<file path="src/rtl/csi2_rx_pkg.sv">
// Shared constants and types for the CSI-2 receive packet controller.
// Byte positions follow the CSI-2 packet header layout.
package csi2_rx_pkg;

    typedef logic [1:0] state_t;

    localparam state_t StIdle    = 2'd0;
    localparam state_t StHeader  = 2'd1;
    localparam state_t StPayload = 2'd2;
    localparam state_t StFlush   = 2'd3;

    typedef enum logic [1:0] {
        KindPayload,
        KindCrc0,
        KindCrc1,
        KindPad
    } byte_kind_e;

    localparam int unsigned HEADER_BYTES          = 4;
    localparam int unsigned CRC_BYTES             = 2;
    localparam logic [5:0]  SHORT_PACKET_DT_LIMIT = 6'h10;

    localparam int unsigned HDR_DATA_ID = 0;
    localparam int unsigned HDR_WC_LO   = 1;
    localparam int unsigned HDR_WC_HI   = 2;
    localparam int unsigned HDR_ECC     = 3;

endpackage

</file>
<file path="src/rtl/csi2_rx_packet_controller_if.sv">
// Lane-receiver and protocol-layer signals of the CSI-2 packet controller.
// master is the controller side, slave is the receivers plus protocol layer.
interface csi2_rx_packet_controller_if #(
    parameter int unsigned LANES = 2
);
    logic [LANES-1:0][7:0] lane_data;
    logic [LANES-1:0]      lane_enable;
    logic                  lane_reset;
    logic                  header_valid;
    logic [7:0]            data_id;
    logic [15:0]           word_count;
    logic [7:0]            ecc;
    logic [LANES-1:0][7:0] payload_data;
    logic [LANES-1:0]      payload_valid;
    logic [15:0]           crc;
    logic                  packet_end;
    logic                  error;

    modport master (
        input  lane_data, lane_enable,
        output lane_reset, header_valid, data_id, word_count, ecc,
        output payload_data, payload_valid, crc, packet_end, error
    );

    modport slave (
        output lane_data, lane_enable,
        input  lane_reset, header_valid, data_id, word_count, ecc,
        input  payload_data, payload_valid, crc, packet_end, error
    );
endinterface

</file>
<file path="src/rtl/csi2_lane_byte_classifier.sv">
// Classifies one lane's byte in a payload-area beat as payload, CRC low/high or padding.
module csi2_lane_byte_classifier
    import csi2_rx_pkg::*;
(
    input  logic [16:0] consumed_i,
    input  logic [15:0] word_count_i,
    input  logic [2:0]  lane_i,
    output byte_kind_e  kind_o
);

    logic [16:0] pos;
    logic [16:0] wc;

    always_comb begin
        pos = consumed_i + {14'd0, lane_i};
        wc  = {1'b0, word_count_i};
        if (pos < wc) begin
            kind_o = KindPayload;
        end else if (pos == wc) begin
            kind_o = KindCrc0;
        end else if (pos == wc + 17'd1) begin
            kind_o = KindCrc1;
        end else begin
            kind_o = KindPad;
        end
    end

endmodule

</file>
<file path="src/rtl/csi2_rx_packet_controller.sv">
// Merges lane byte strobes into beats, parses the CSI-2 header, forwards payload and CRC,
// and flushes the lane receivers after every packet or abort.
module csi2_rx_packet_controller
    import csi2_rx_pkg::*;
#(
    parameter int unsigned LANES         = 2,
    parameter int unsigned TIMEOUT_WIDTH = 6,
    parameter int unsigned FLUSH_CYCLES  = 4
) (
    input logic                         clock,
    input logic                         reset_n,
    csi2_rx_packet_controller_if.master rx
);

    localparam int unsigned             FlushW   = $clog2(FLUSH_CYCLES + 1);
    localparam logic [16:0]             LanesW   = 17'(LANES);
    localparam logic [2:0]              LanesHdr = 3'(LANES);
    localparam logic [TIMEOUT_WIDTH-1:0] TmoMax  = '1;

    state_t                         state_q, state_d;
    logic [FlushW-1:0]              flush_q, flush_d;
    logic [TIMEOUT_WIDTH-1:0]       tmo_q, tmo_d, tmo_next;
    logic [HEADER_BYTES-1:0][7:0]   hdr_q, hdr_d;
    logic [2:0]                     hdr_cnt_q, hdr_cnt_d, hdr_base, hdr_idx;
    logic [16:0]                    consumed_q, consumed_d;
    logic [7:0]                     data_id_q, data_id_d, ecc_q, ecc_d;
    logic [15:0]                    word_count_q, word_count_d, crc_q, crc_d;
    logic [LANES-1:0][7:0]          payload_data_q, payload_data_d;
    logic [LANES-1:0]               payload_valid_q, payload_valid_d;
    logic                           header_valid_q, header_valid_d;
    logic                           packet_end_q, packet_end_d;
    logic                           error_q, error_d;
    logic                           beat, skew, hdr_done, go_flush;
    byte_kind_e                     lane_kind [LANES];

    for (genvar l = 0; l < LANES; l++) begin : g_kind
        csi2_lane_byte_classifier u_classifier (
            .consumed_i  (consumed_q),
            .word_count_i(word_count_q),
            .lane_i      (3'(l)),
            .kind_o      (lane_kind[l])
        );
    end

    always_comb begin
        beat            = &rx.lane_enable;
        skew            = (|rx.lane_enable) && !beat;
        state_d         = state_q;
        flush_d         = flush_q;
        tmo_d           = tmo_q;
        tmo_next        = tmo_q + 1'b1;
        hdr_d           = hdr_q;
        hdr_cnt_d       = hdr_cnt_q;
        hdr_base        = (state_q == StIdle) ? 3'd0 : hdr_cnt_q;
        hdr_idx         = '0;
        hdr_done        = (hdr_base + LanesHdr) >= 3'(HEADER_BYTES);
        consumed_d      = consumed_q;
        data_id_d       = data_id_q;
        word_count_d    = word_count_q;
        ecc_d           = ecc_q;
        crc_d           = crc_q;
        payload_data_d  = payload_data_q;
        payload_valid_d = '0;
        header_valid_d  = 1'b0;
        packet_end_d    = 1'b0;
        error_d         = 1'b0;
        go_flush        = 1'b0;

        if (state_q == StFlush) begin
            if (flush_q <= FlushW'(1)) state_d = StIdle;
            else flush_d = flush_q - 1'b1;
        end else if (skew) begin
            error_d  = 1'b1;
            go_flush = 1'b1;
        end else if (beat) begin
            tmo_d = '0;
            if (state_q == StPayload) begin
                payload_data_d = rx.lane_data;
                for (int unsigned l = 0; l < LANES; l++) begin
                    case (lane_kind[l])
                        KindPayload: payload_valid_d[l] = 1'b1;
                        KindCrc0:    crc_d[7:0]         = rx.lane_data[l];
                        KindCrc1:    crc_d[15:8]        = rx.lane_data[l];
                        default:     ;
                    endcase
                end
                consumed_d = consumed_q + LanesW;
                if (consumed_q + LanesW >= {1'b0, word_count_q} + 17'(CRC_BYTES)) begin
                    packet_end_d = 1'b1;
                    go_flush     = 1'b1;
                end
            end else begin
                // Bytes beyond the header in its final beat are dropped here.
                for (int unsigned l = 0; l < LANES; l++) begin
                    hdr_idx = hdr_base + 3'(l);
                    if (hdr_idx < 3'(HEADER_BYTES)) hdr_d[hdr_idx[1:0]] = rx.lane_data[l];
                end
                hdr_cnt_d = hdr_base + LanesHdr;
                if (hdr_done) begin
                    header_valid_d = 1'b1;
                    data_id_d      = hdr_d[HDR_DATA_ID];
                    word_count_d   = {hdr_d[HDR_WC_HI], hdr_d[HDR_WC_LO]};
                    ecc_d          = hdr_d[HDR_ECC];
                    crc_d          = '0;
                    consumed_d     = '0;
                    if (hdr_d[HDR_DATA_ID][5:0] < SHORT_PACKET_DT_LIMIT) begin
                        packet_end_d = 1'b1;
                        go_flush     = 1'b1;
                    end else begin
                        state_d = StPayload;
                    end
                end else begin
                    state_d = StHeader;
                end
            end
        end else if (state_q != StIdle) begin
            if (tmo_next == TmoMax) begin
                error_d  = 1'b1;
                go_flush = 1'b1;
            end else begin
                tmo_d = tmo_next;
            end
        end

        if (go_flush) begin
            state_d = StFlush;
            flush_d = FlushW'(FLUSH_CYCLES);
            tmo_d   = '0;
        end
    end

    always_ff @(posedge clock) begin
        if (!reset_n) begin
            state_q         <= StFlush;
            flush_q         <= FlushW'(FLUSH_CYCLES);
            tmo_q           <= '0;
            hdr_q           <= '0;
            hdr_cnt_q       <= '0;
            consumed_q      <= '0;
            data_id_q       <= '0;
            word_count_q    <= '0;
            ecc_q           <= '0;
            crc_q           <= '0;
            payload_data_q  <= '0;
            payload_valid_q <= '0;
            header_valid_q  <= 1'b0;
            packet_end_q    <= 1'b0;
            error_q         <= 1'b0;
        end else begin
            state_q         <= state_d;
            flush_q         <= flush_d;
            tmo_q           <= tmo_d;
            hdr_q           <= hdr_d;
            hdr_cnt_q       <= hdr_cnt_d;
            consumed_q      <= consumed_d;
            data_id_q       <= data_id_d;
            word_count_q    <= word_count_d;
            ecc_q           <= ecc_d;
            crc_q           <= crc_d;
            payload_data_q  <= payload_data_d;
            payload_valid_q <= payload_valid_d;
            header_valid_q  <= header_valid_d;
            packet_end_q    <= packet_end_d;
            error_q         <= error_d;
        end
    end

    assign rx.lane_reset    = (state_q == StFlush);
    assign rx.header_valid  = header_valid_q;
    assign rx.data_id       = data_id_q;
    assign rx.word_count    = word_count_q;
    assign rx.ecc           = ecc_q;
    assign rx.payload_data  = payload_data_q;
    assign rx.payload_valid = payload_valid_q;
    assign rx.crc           = crc_q;
    assign rx.packet_end    = packet_end_q;
    assign rx.error         = error_q;

endmodule
</file>
<file path="src/flat_wrapper.sv">
// flat-port wrapper written by rule: the top's interface ports become plain ports
module csi2_rx_packet_controller_flat import csi2_rx_pkg::*;
#(
    parameter int unsigned LANES         = 2,
    parameter int unsigned TIMEOUT_WIDTH = 6,
    parameter int unsigned FLUSH_CYCLES  = 4
)
  (clock, reset_n, rx_lane_data, rx_lane_enable, rx_lane_reset, rx_header_valid, rx_data_id, rx_word_count, rx_ecc, rx_payload_data, rx_payload_valid, rx_crc, rx_packet_end, rx_error);
  csi2_rx_packet_controller_if #(.LANES(LANES)) rx_i ();
  input logic clock;
  input logic reset_n;
  input wire logic [$bits(rx_i.lane_data)-1:0] rx_lane_data;
  input wire logic [$bits(rx_i.lane_enable)-1:0] rx_lane_enable;
  output wire logic [$bits(rx_i.lane_reset)-1:0] rx_lane_reset;
  output wire logic [$bits(rx_i.header_valid)-1:0] rx_header_valid;
  output wire logic [$bits(rx_i.data_id)-1:0] rx_data_id;
  output wire logic [$bits(rx_i.word_count)-1:0] rx_word_count;
  output wire logic [$bits(rx_i.ecc)-1:0] rx_ecc;
  output wire logic [$bits(rx_i.payload_data)-1:0] rx_payload_data;
  output wire logic [$bits(rx_i.payload_valid)-1:0] rx_payload_valid;
  output wire logic [$bits(rx_i.crc)-1:0] rx_crc;
  output wire logic [$bits(rx_i.packet_end)-1:0] rx_packet_end;
  output wire logic [$bits(rx_i.error)-1:0] rx_error;
  assign rx_i.lane_data = rx_lane_data;
  assign rx_i.lane_enable = rx_lane_enable;
  assign rx_lane_reset = rx_i.lane_reset;
  assign rx_header_valid = rx_i.header_valid;
  assign rx_data_id = rx_i.data_id;
  assign rx_word_count = rx_i.word_count;
  assign rx_ecc = rx_i.ecc;
  assign rx_payload_data = rx_i.payload_data;
  assign rx_payload_valid = rx_i.payload_valid;
  assign rx_crc = rx_i.crc;
  assign rx_packet_end = rx_i.packet_end;
  assign rx_error = rx_i.error;
  csi2_rx_packet_controller #(.LANES(LANES), .TIMEOUT_WIDTH(TIMEOUT_WIDTH), .FLUSH_CYCLES(FLUSH_CYCLES)) u_core (.clock(clock), .reset_n(reset_n), .rx(rx_i));
endmodule
</file>
<file path="config.mk">
export PLATFORM = sky130hd
export DESIGN_NAME = csi2_rx_packet_controller_flat
export DESIGN_NICKNAME = d
export VERILOG_FILES = /design/src/rtl/csi2_rx_pkg.sv /design/src/rtl/csi2_rx_packet_controller_if.sv /design/src/rtl/csi2_lane_byte_classifier.sv /design/src/rtl/csi2_rx_packet_controller.sv /design/src/flat_wrapper.sv
export SDC_FILE = /design/constraint.sdc
export NUM_CORES = 1
export LEC_CHECK = 0
export CORE_MARGIN = 1
export CORE_UTILIZATION = 62
export CTS_CLUSTER_DIAMETER = 150
export DETAILED_ROUTE_END_ITERATION = 7
export GPL_TIMING_DRIVEN = 0
export PLACE_DENSITY = 0.87
export SETUP_SLACK_MARGIN = 0.3
export SYNTH_ARGS = -nofsm -noshare
export SYNTH_HDL_FRONTEND = slang
export SYNTH_SLANG_ARGS = --single-unit
</file>
<file path="constraint.sdc">
create_clock -name clock -period 8.5 [get_ports clock]
set_input_delay 0.85 -clock clock [delete_from_list [all_inputs] [get_ports clock]]
set_output_delay 0.85 -clock clock [all_outputs]
set_load 0.02 [all_outputs]
</file>
* After elaboration in Yosys (flattened, before gate mapping)
Cells that the tools add are included.
** Cells by class
- $lt $le $gt $ge :: 12
- Bitwise gates (word level) :: 6
- Equality and inequality tests :: 18
- Reduce and logical (&&, ||, !) cells :: 27
- Add/subtract/negate cells :: 8
- Muxes and demuxes :: 55
** Operator list (number)
- two-way mux 32 bit :: 10
- bitwise mux 32 bit :: 2
- two-way mux 8 bit :: 6
- == test 17 x 16 -> 1 bit :: 2
- == test 17 bit :: 2
- < comparator 17 x 16 -> 1 bit :: 2
- two-way mux 17 bit :: 2
- demux 8 bit (select 2 bit) :: 2
- two-way mux 16 bit :: 2
- two-way mux 2 bit :: 11
- AND reduction 5 bit :: 4
- two-way mux 6 bit :: 3
- AND reduction 6 bit :: 3
- adder 16 x 1 -> 17 bit, second input constant :: 1
- adder 16 x 2 -> 17 bit, second input constant :: 1
- adder 17 x 1 -> 17 bit, second input constant :: 1
- adder 17 x 2 -> 17 bit, second input constant :: 1
- >= comparator 17 bit :: 1
- two-way mux 1 bit :: 16
- OR reduction 5 bit :: 2
- inequality test 3 bit, second input constant :: 3
- == test 2 bit, second input constant :: 4
- nonzero test 2 bit :: 4
- adder 6 x 1 -> 6 bit, second input constant :: 1
- 22 further kinds :: 40
** Word-level totals
- Output and inout port bits :: 70
- Word-level logic and storage cells :: 146
- Input port bits :: 20
- Register bits :: 132

* Logic depth before layout (Yosys ltp)
Gate-level depths: netlist (run 1).
- Depth in word-level cells :: 26
- Depth in mapped cells :: 17
- Depth with buffers taken out :: 16

* Cells and area by module
A second synthesis (run 1) with hierarchy kept.
** Second synthesis, totals
- Cells, all modules :: 1218
- Area total of the unflattened synthesis :: 9673.0 µm²
** Modules (own cells, without submodules)
- csi2_rx_packet_controller :: sequential area each 2622.5 µm², area an instance 6972.9 µm², cells each 870, instances 1
- csi2_lane_byte_classifier :: sequential area each 0.0 µm², area an instance 1350.0 µm², cells each 174, instances 2

* Worst setup path after synthesis (run 1)
OpenSTA, ideal clock, no wires.
- Kind :: reg2reg
- Start point :: reg u_core.consumed_q[4]
- End point :: reg u_core.state_q[1]
- Cell stages (with the launch flop) :: 18
- Required time :: 8.437 ns
- Data arrival time :: 3.302 ns
- Slack :: 5.135 ns
- Path buffers :: 2
- Period minus slack after synthesis :: 3.365 ns
- Setup time :: 0.063 ns
- Cells stage by stage :: dfxtp_1 > clkbuf_1 > nand3_1 > nor2_1 > and3_1 > and3_1 > clkbuf_1 > nand3_1 > xnor2_1 > ha_1 > nand4_1 > o41ai_1 > a21o_1 > a21oi_1 > o221ai_1 > a21oi_1 > o31ai_2 > nand3b_1
** On the way
- Word-level cells in the longest chain between the ends :: 8
** RTL lines
- start, declared :: line csi2_rx_packet_controller.sv:25 : logic [16:0] consumed_q, consumed_d;
- start signal, assigned :: line csi2_rx_packet_controller.sv:155 : consumed_q <= consumed_d;
- adder 17 x 2 -> 17 bit :: line csi2_rx_packet_controller.sv:88 : if (consumed_q + LanesW >= {1'b0, word_count_q} + 17'(CRC_BYTES)) begin
- >= comparator 17 bit :: line csi2_rx_packet_controller.sv:88
- two-way mux 1 bit :: line csi2_rx_packet_controller.sv:88
- two-way mux 1 bit :: line csi2_rx_packet_controller.sv:77 : if (state_q == StPayload) begin
- two-way mux 1 bit :: line csi2_rx_packet_controller.sv:75 : end else if (beat) begin
- two-way mux 1 bit :: line csi2_rx_packet_controller.sv:72 : end else if (skew) begin
- two-way mux 1 bit :: line csi2_rx_packet_controller.sv:69 : if (state_q == StFlush) begin
- OR reduction 2 bit (no line)
- end signal, assigned :: line csi2_rx_packet_controller.sv:134 : state_q <= StFlush;
- end signal, assigned :: line csi2_rx_packet_controller.sv:150 : state_q <= state_d;
- end, declared :: line csi2_rx_packet_controller.sv:20 : state_t state_q, state_d;
Every way passes these cells.
A chain may end at the register's enable or synchronous reset.

* Final worst setup path (run 1)
Ends and elaborated chain as after synthesis.

==> results of run 1 <==
## final cells by class
class	count	area share (%)
plain buffers	74	3.16
repair buffers	89	8.98
clock buffers	19	4.36
clock inverters	13	1.98
flip-flops and latches	131	26.4
multi-input cells	814	51.8
inverters	29	1.10
well taps	172	2.17
## cells in the mapped netlist (4+ instances only)
library cell and instances:
nor2_1 71, xor2_1 12, or3_1 6, dfxtp_1 131, nor3_1 20, a21oi_1 34, nand3_1 29, inv_1 29
nand2b_1 5, a211oi_1 7, nor2b_1 19, o2bb2ai_1 8, xnor2_1 45, buf_4 4, a21o_1 5, buf_2 11
nor4_1 5, ha_1 55, o21ai_0 45, a21boi_0 71, mux2i_1 34, clkbuf_1 56, a22oi_1 8, nand4_1 11
and2_1 10, nand2_1 227, and3_1 6, o22ai_1 8, a21boi_1 9, a31oi_1 10
## power by group
part / internal [mW] / leakage, nW / switching [mW]
sequential: 0.632 / 1.06 / 0.0112
clock: 0.497 / 0.305 / 0.304
combinational: 0.0850 / 2.23 / 0.142
total: 1.21 / 3.59 / 0.457
## state kept, by name (all words and copies together) (netlist names)
register / count
u_core.tmo_q: 6
u_core.state_q: 2
u_core.rx.payload_data: 16
u_core.rx.ecc: 8
u_core.consumed_q: 16
u_core.hdr_cnt_q: 3
u_core.rx.crc: 16
u_core.rx.error: 1
u_core.rx.word_count: 16
u_core.rx.data_id: 8
u_core.rx.payload_valid: 2
u_core.rx.header_valid: 1
u_core.rx.packet_end: 1
u_core.hdr_q: 32
u_core.flush_q: 3
## through the flow
step / instances / total power, mW / area, um^2 / setup WS (ps) / utilization [%]
6_report: 1341 / 1.67 / 9920 / 4210 / 77.7
5_1_grt: 1341 / 1.72 / 9920 / 4010 / 77.7
3_5_place_dp: 1309 / 0.876 / 9300 / 4380 / 72.8
2_1_floorplan: 1048 / 0.802 / 8190 / 5140 / -
3_3_place_gp: 1309 / 0.871 / 9300 / 4460 / 72.8
4_1_cts: 1341 / 1.67 / 9920 / 4360 / 77.7
## per-layer routing
layer / vias up / GRT usage (%) / wire length (um)
met4: 0 / 19.5 / 1050
li1: 3826 / - / -
met3: 86 / 9.32 / 2230
met1: 3718 / 43.2 / 9440
met5: - / 0 / 0
met2: 439 / 60.4 / 11200
## logic make-up after synthesis
| family | after synthesis |
|---|---|
| adders and majority gates | 55 |
| muxes | 34 |
| xor gates and xnor gates | 57 |
| buffers and inverters | 103 |
| DFF | 131 |
| AOI/OAI and AO/OA | 232 |
| and+or+nand+nor | 436 |
## layout by cell type, fill, tap and decap left out, drive strengths merged, types with 3 or more instances in the layout
| cell | n |
|---|---|
| nor4 | 10 |
| or3 | 6 |
| a21o | 5 |
| a22oi | 8 |
| a211oi | 7 |
| nand2b | 5 |
| clkdlybuf4s50 | 89 |
| and2 | 10 |
| nor3 | 22 |
| bufinv | 4 |
| o21ai | 46 |
| ha | 55 |
| nand4 | 12 |
| a21oi | 34 |
| buf | 18 |
| o211a | 3 |
| nand4b | 3 |
| o2bb2ai | 8 |
| clkbuf | 75 |
| nand3 | 32 |
| a31oi | 10 |
| dfxtp | 131 |
| o22ai | 8 |
| or2 | 4 |
| a21boi | 80 |
| clkinv | 3 |
| nand2 | 227 |
| mux2i | 34 |
| xor2 | 12 |
| o21a | 3 |
| xnor2 | 45 |
| nand3b | 3 |
| nor2b | 19 |
| a211o | 3 |
| nor2 | 72 |
| inv | 34 |
| o211ai | 3 |
| and3 | 6 |
## path summary, 6_finish.rpt
kind	to	slack (ps)	cells after the start	from
min	u_core.hdr_q[11]	470	2	u_core.hdr_q[11]
max reg2reg	u_core.state_q[1]	4210	17	u_core.consumed_q[4]
min reg2reg	u_core.hdr_q[11]	470	2	u_core.hdr_q[11]
max	u_core.state_q[1]	4210	17	u_core.consumed_q[4]
## critical path: stages, from the launching register on
cell,delay [ps]
dfxtp_1,330
clkbuf_1,400
nand3_1,220
nor2_1,200
and3_1,270
and3_1,170
clkbuf_1,210
nand3_1,120
xnor2_1,180
ha_1,360
nand4_1,130
o41ai_1,480
a21o_1,180
a21oi_1,60
o221ai_1,190
a21oi_1,120
o31ai_2,440
nand3b_1,160
==> impl_metrics.toml, run 1 <==
[setup_path]
worstPathRequired_ps = 8870
crit_path_end_kind = "register"
arrival_ps = 4660
path_max_fanout = 9
cp-start-kind = "register"
crit_type = "register to register"

[floorplanning]
die_y_um = 117
ios = 90
fp.coreArea_mm2 = 0.0128
dieArea_mm2 = 0.0137
num_rows = 41
die_x_um = 117
start_util_pct = 64.1

[finish]
drive_gt1_share_pct = 5.73
diodes = 0
area_growth_pct = 21.2
multi_input_area_mm2 = 0.00514
nets = 1231
fillers = 930
area.sequential_mm2 = 0.00262

[synth]
synth.mux.area_fraction_pct = 4.16
synth_area_leaders = "dfxtp_1 (32%), nand2_1 (10%), ha_1 (8.4%), a21boi_0 (6.5%), xnor2_1 (4.8%)"
synth-xor-area-share_pct = 6.10
synth_compound_area_share_pct = 19.2
synth-seq-cells = 131
mappedNetlistArea_mm2 = 0.00819
ys_types = 65
synthCells = 1048
synth_top_family_by_area = "simple AND/OR/NAND/NOR gates"
synthAdderAreaFrac_pct = 8.40
seq_area_frac_synth_pct = 32.0
syn_area_per_cell_um2 = 7.81
synth_enable_flop_cells = 0
async_flop_share_pct = 0
netlist.area_leader.share_pct = 32.0
yosys.area.top_type = "dfxtp_1"
synthSimpleGateAreaFrac_pct = 25.0
ys_warn_count = 0
synth_fp_nets = 1123
synth_ff_type = "dfxtp_1"

[power_and_ir_drop]
p_leak_nw = 3.59
p_per_area_mw_per_mm2 = 168
vdd_drop_max_mv = 0.136

[grt]
grt-ovfl-total = 0
antenna_found_initial = 0
grt_usage_pct = 36.3
grt_pass1_wl_um = 37500
grt_pass1_vias = 7565
grt_max_degree = 17

[clock_tree]
cts_max_level = 4
insertion_delay_ps = 430
cts.path.max_buffers = 2
post_cts_resized = 0
cts-root-buf = "clkbuf_16"
clk_pin_slew_ps = 60
cts_hold_buffers = 0
cts_buffers = 17
cts_tree = "built"
cts_setup_buffers = 0
cts.sinks = 131

[timing]
min_period_ps = 4290
tns_ps = 0
period_share_pct = 50.4
slew_headroom_pct = 23.5
setup_viol = 0
clock.fmax_mhz = 233
maxSlewViolCount = 0
holdWs_ps = 466
hold_viol = 0
skew_ps = 9.89
tightest_slew_ps = 1130
rsz0062_at_grt = "no"

[detailed_routing]
dr.first_iter.drc_count = 718
ant_nets = 0
first_pass_iters = 7
vias_per_cell = 6.02
wl_per_cell_um = 17.8
routed_wirelength_um = 23900
vias = 8069
remaining_drc_errors = 0

[worst_hold_path]
hp-class = "register to register"

[place]
hpwl_um = 17000
io_buffers = 89
gp_congestion = 0.916

[run]
drv_cap = 0

[outcome]
status = "finished clean"
Note: power is estimated with default switching activity, not from simulation.
==> run 2, diff against run 1 <==
Settings changed: CORE_UTILIZATION 62 to 57, PLACE_DENSITY 0.87 to 0.81.
Clock period 8.5 ns to 4.2 ns, I/O delays scaled along.
==> run 2 against run 1 <==
Critical path depth increased by 1. Critical path type unchanged. Fmax rose by 15%. Combinational power is 110% higher. Sequential share of layout area barely moved. Sequential power grew 100%. Final cell count grew 0.67%. Register-to-register slack lost 3700 ps. Utilization is 6.3 points lower. Flip-flop and latch count unchanged. Largest cell class unchanged. Clock power rose by 88%. Clock skew about the same.
==> impl_metrics.toml, run 2 (synthesis results as in run 1) <==
[outcome]
status = "finished clean"

[place]
place_ws_ps = 161
io_buffers = 89
gp_congestion = 0.931
place_inst = 1317
hpwl_um = 17400

[grt]
grt_usage_pct = 32.9
antenna_found_initial = 0
grt_max_degree = 17
grt_pass1_vias = 7494
grt-ovfl-total = 0
grt_pass1_wl_um = 37400

[timing]
maxSlewViolCount = 0
skew_ps = 10.1
slew_headroom_pct = 29.1
tns_ps = 0
period_share_pct = 88.4
setup_viol = 0
rsz0062_at_grt = "no"
tightest_slew_ps = 1050
holdWs_ps = 464
clock.fmax_mhz = 269
min_period_ps = 3710
timing.final.ws_setup_ps = 488
hold_viol = 0

[detailed_routing]
first_pass_iters = 5
ant_nets = 0
remaining_drc_errors = 0
vias_per_cell = 5.93
dr.first_iter.drc_count = 568
wl_per_cell_um = 17.5
vias = 8003
routed_wirelength_um = 23600

[power_and_ir_drop]
p_per_area_mw_per_mm2 = 329
p_leak_nw = 3.61
fin_total_pwr_mw = 3.27
vdd_drop_max_mv = 0.281

[setup_path]
cpLargestDelayFamily = "compound AO/OA/AOI/OAI gates"
max_stage_delay_ps = 400
cp-start-kind = "register"
crit_top_cell = "nor2_1"
crit_path_end_kind = "register"
crit_chain = "ha_2, nand2_1, nor2_1, and3_2, and3_1, clkbuf_2, nand3_1, xnor2_1, ha_1, nand4_1, o41ai_2, a21o_1, a21oi_1, o221ai_1, a21oi_2, o31ai_2, buf_4, nor2_1"
worstPathRequired_ps = 4520
path_max_fanout = 6
cp_slowest_cell = "dfxtp_2"
cp_num_buf_inv = 2
arrival_ps = 4030
crit_type = "register to register"

[clock_tree]
cts.sinks = 131
cts.path.max_buffers = 2
insertion_delay_ps = 430
clk_pin_slew_ps = 60
cts-root-buf = "clkbuf_16"
cts_tree = "built"
cts_hold_buffers = 0
cts_max_level = 4
cts_buffers = 17

[floorplanning]
die_y_um = 122
num_rows = 43
fp.coreArea_mm2 = 0.0139
die_x_um = 122
ios = 90
dieArea_mm2 = 0.0148
start_util_pct = 58.8

[finish]
final_cell_mix = "nand2_1 (227), dfxtp_1 (128), clkdlybuf4s50_1 (89), nor2_1 (71), a21boi_0 (71)"
final_common_cell = "nand2_1"
diodes = 0
multi_input_area_mm2 = 0.00517
finalNonFillerCells = 1350
largest_reg_flops = 32
drive_gt1_share_pct = 6.92
area_growth_pct = 21.5
nets = 1233
top_register = "u_core.hdr_q"
area.sequential_mm2 = 0.00263
fillers = 1120

[worst_hold_path]
hp-class = "register to register"

[run]
drv_cap = 0
[run 2: cell count changes in the layout (fill, tap and decap cells not counted), sizes merged]
cell      before  now
clkinv         3    6
inv           34   31
buf           18   20
clkinvlp       1    2
bufinv         4    3
clkbuf        75   74
[run 2: worst reg2reg max path: cells and delay by family (launching register included)]
kind,cells,cell delay [ps]
fa+ha+maj,2,600
buf+inv,2,330
compound gates,6,1110
simple gates,7,970
flops,1,400
xor+xnor,1,190
[run 2: final timing paths]
check                        from                end  slack (ps)  cells after the start
max          u_core.consumed_q[2]  u_core.flush_q[0]         490                     18
min reg2reg     u_core.rx.crc[14]  u_core.rx.crc[14]         460                      1
max reg2reg  u_core.consumed_q[2]  u_core.flush_q[0]         490                     18
min             u_core.rx.crc[14]  u_core.rx.crc[14]         460                      1
[run 2: per-stage QoR]
step / utilization [%] / cell area (um^2)
after global placement: 66.8 / 9310
final: 71.4 / 9950
after floorplan: - / 8190
after CTS: 71.1 / 9910
after global routing: 71.4 / 9950
after detailed placement: 66.8 / 9310
[run 2: power by group]
part	internal (mW)	leakage [nW]	switching (mW)	total, mW
registers	1.28	1.06	0.0220	1.30
clock network	0.929	0.286	0.575	1.50
logic	0.178	2.26	0.291	0.469
[run 2: layout make-up]
| type | count | share of cell area (%) |
|---|---|---|
| clock inverters | 13 | 1.61 |
| inverters | 29 | 1.09 |
| repair buffers | 91 | 9.10 |
| plain buffers | 74 | 3.22 |
| clock buffers | 18 | 4.31 |
| well taps | 180 | 2.26 |
| multi-input cells | 814 | 52.0 |
| flip-flops and latches | 131 | 26.4 |
[run 2: timing repair]
action	4_1_cts	5_1_grt
buffers inserted	2	0
setup endpoints to repair	5	13
pin swaps	1	1
gates resized for setup	2	13
[run 2: per-layer routing]
| metal | track usage (%) | up-vias | routed length [um] |
|---|---|---|---|
| met2 | 55.1 | 337 | 11300 |
| met3 | 7.02 | 67 | 1870 |
| met5 | 0 | - | 0 |
| li1 | - | 3841 | - |
| met1 | 39.7 | 3758 | 9570 |
| met4 | 16.7 | 0 | 931 |
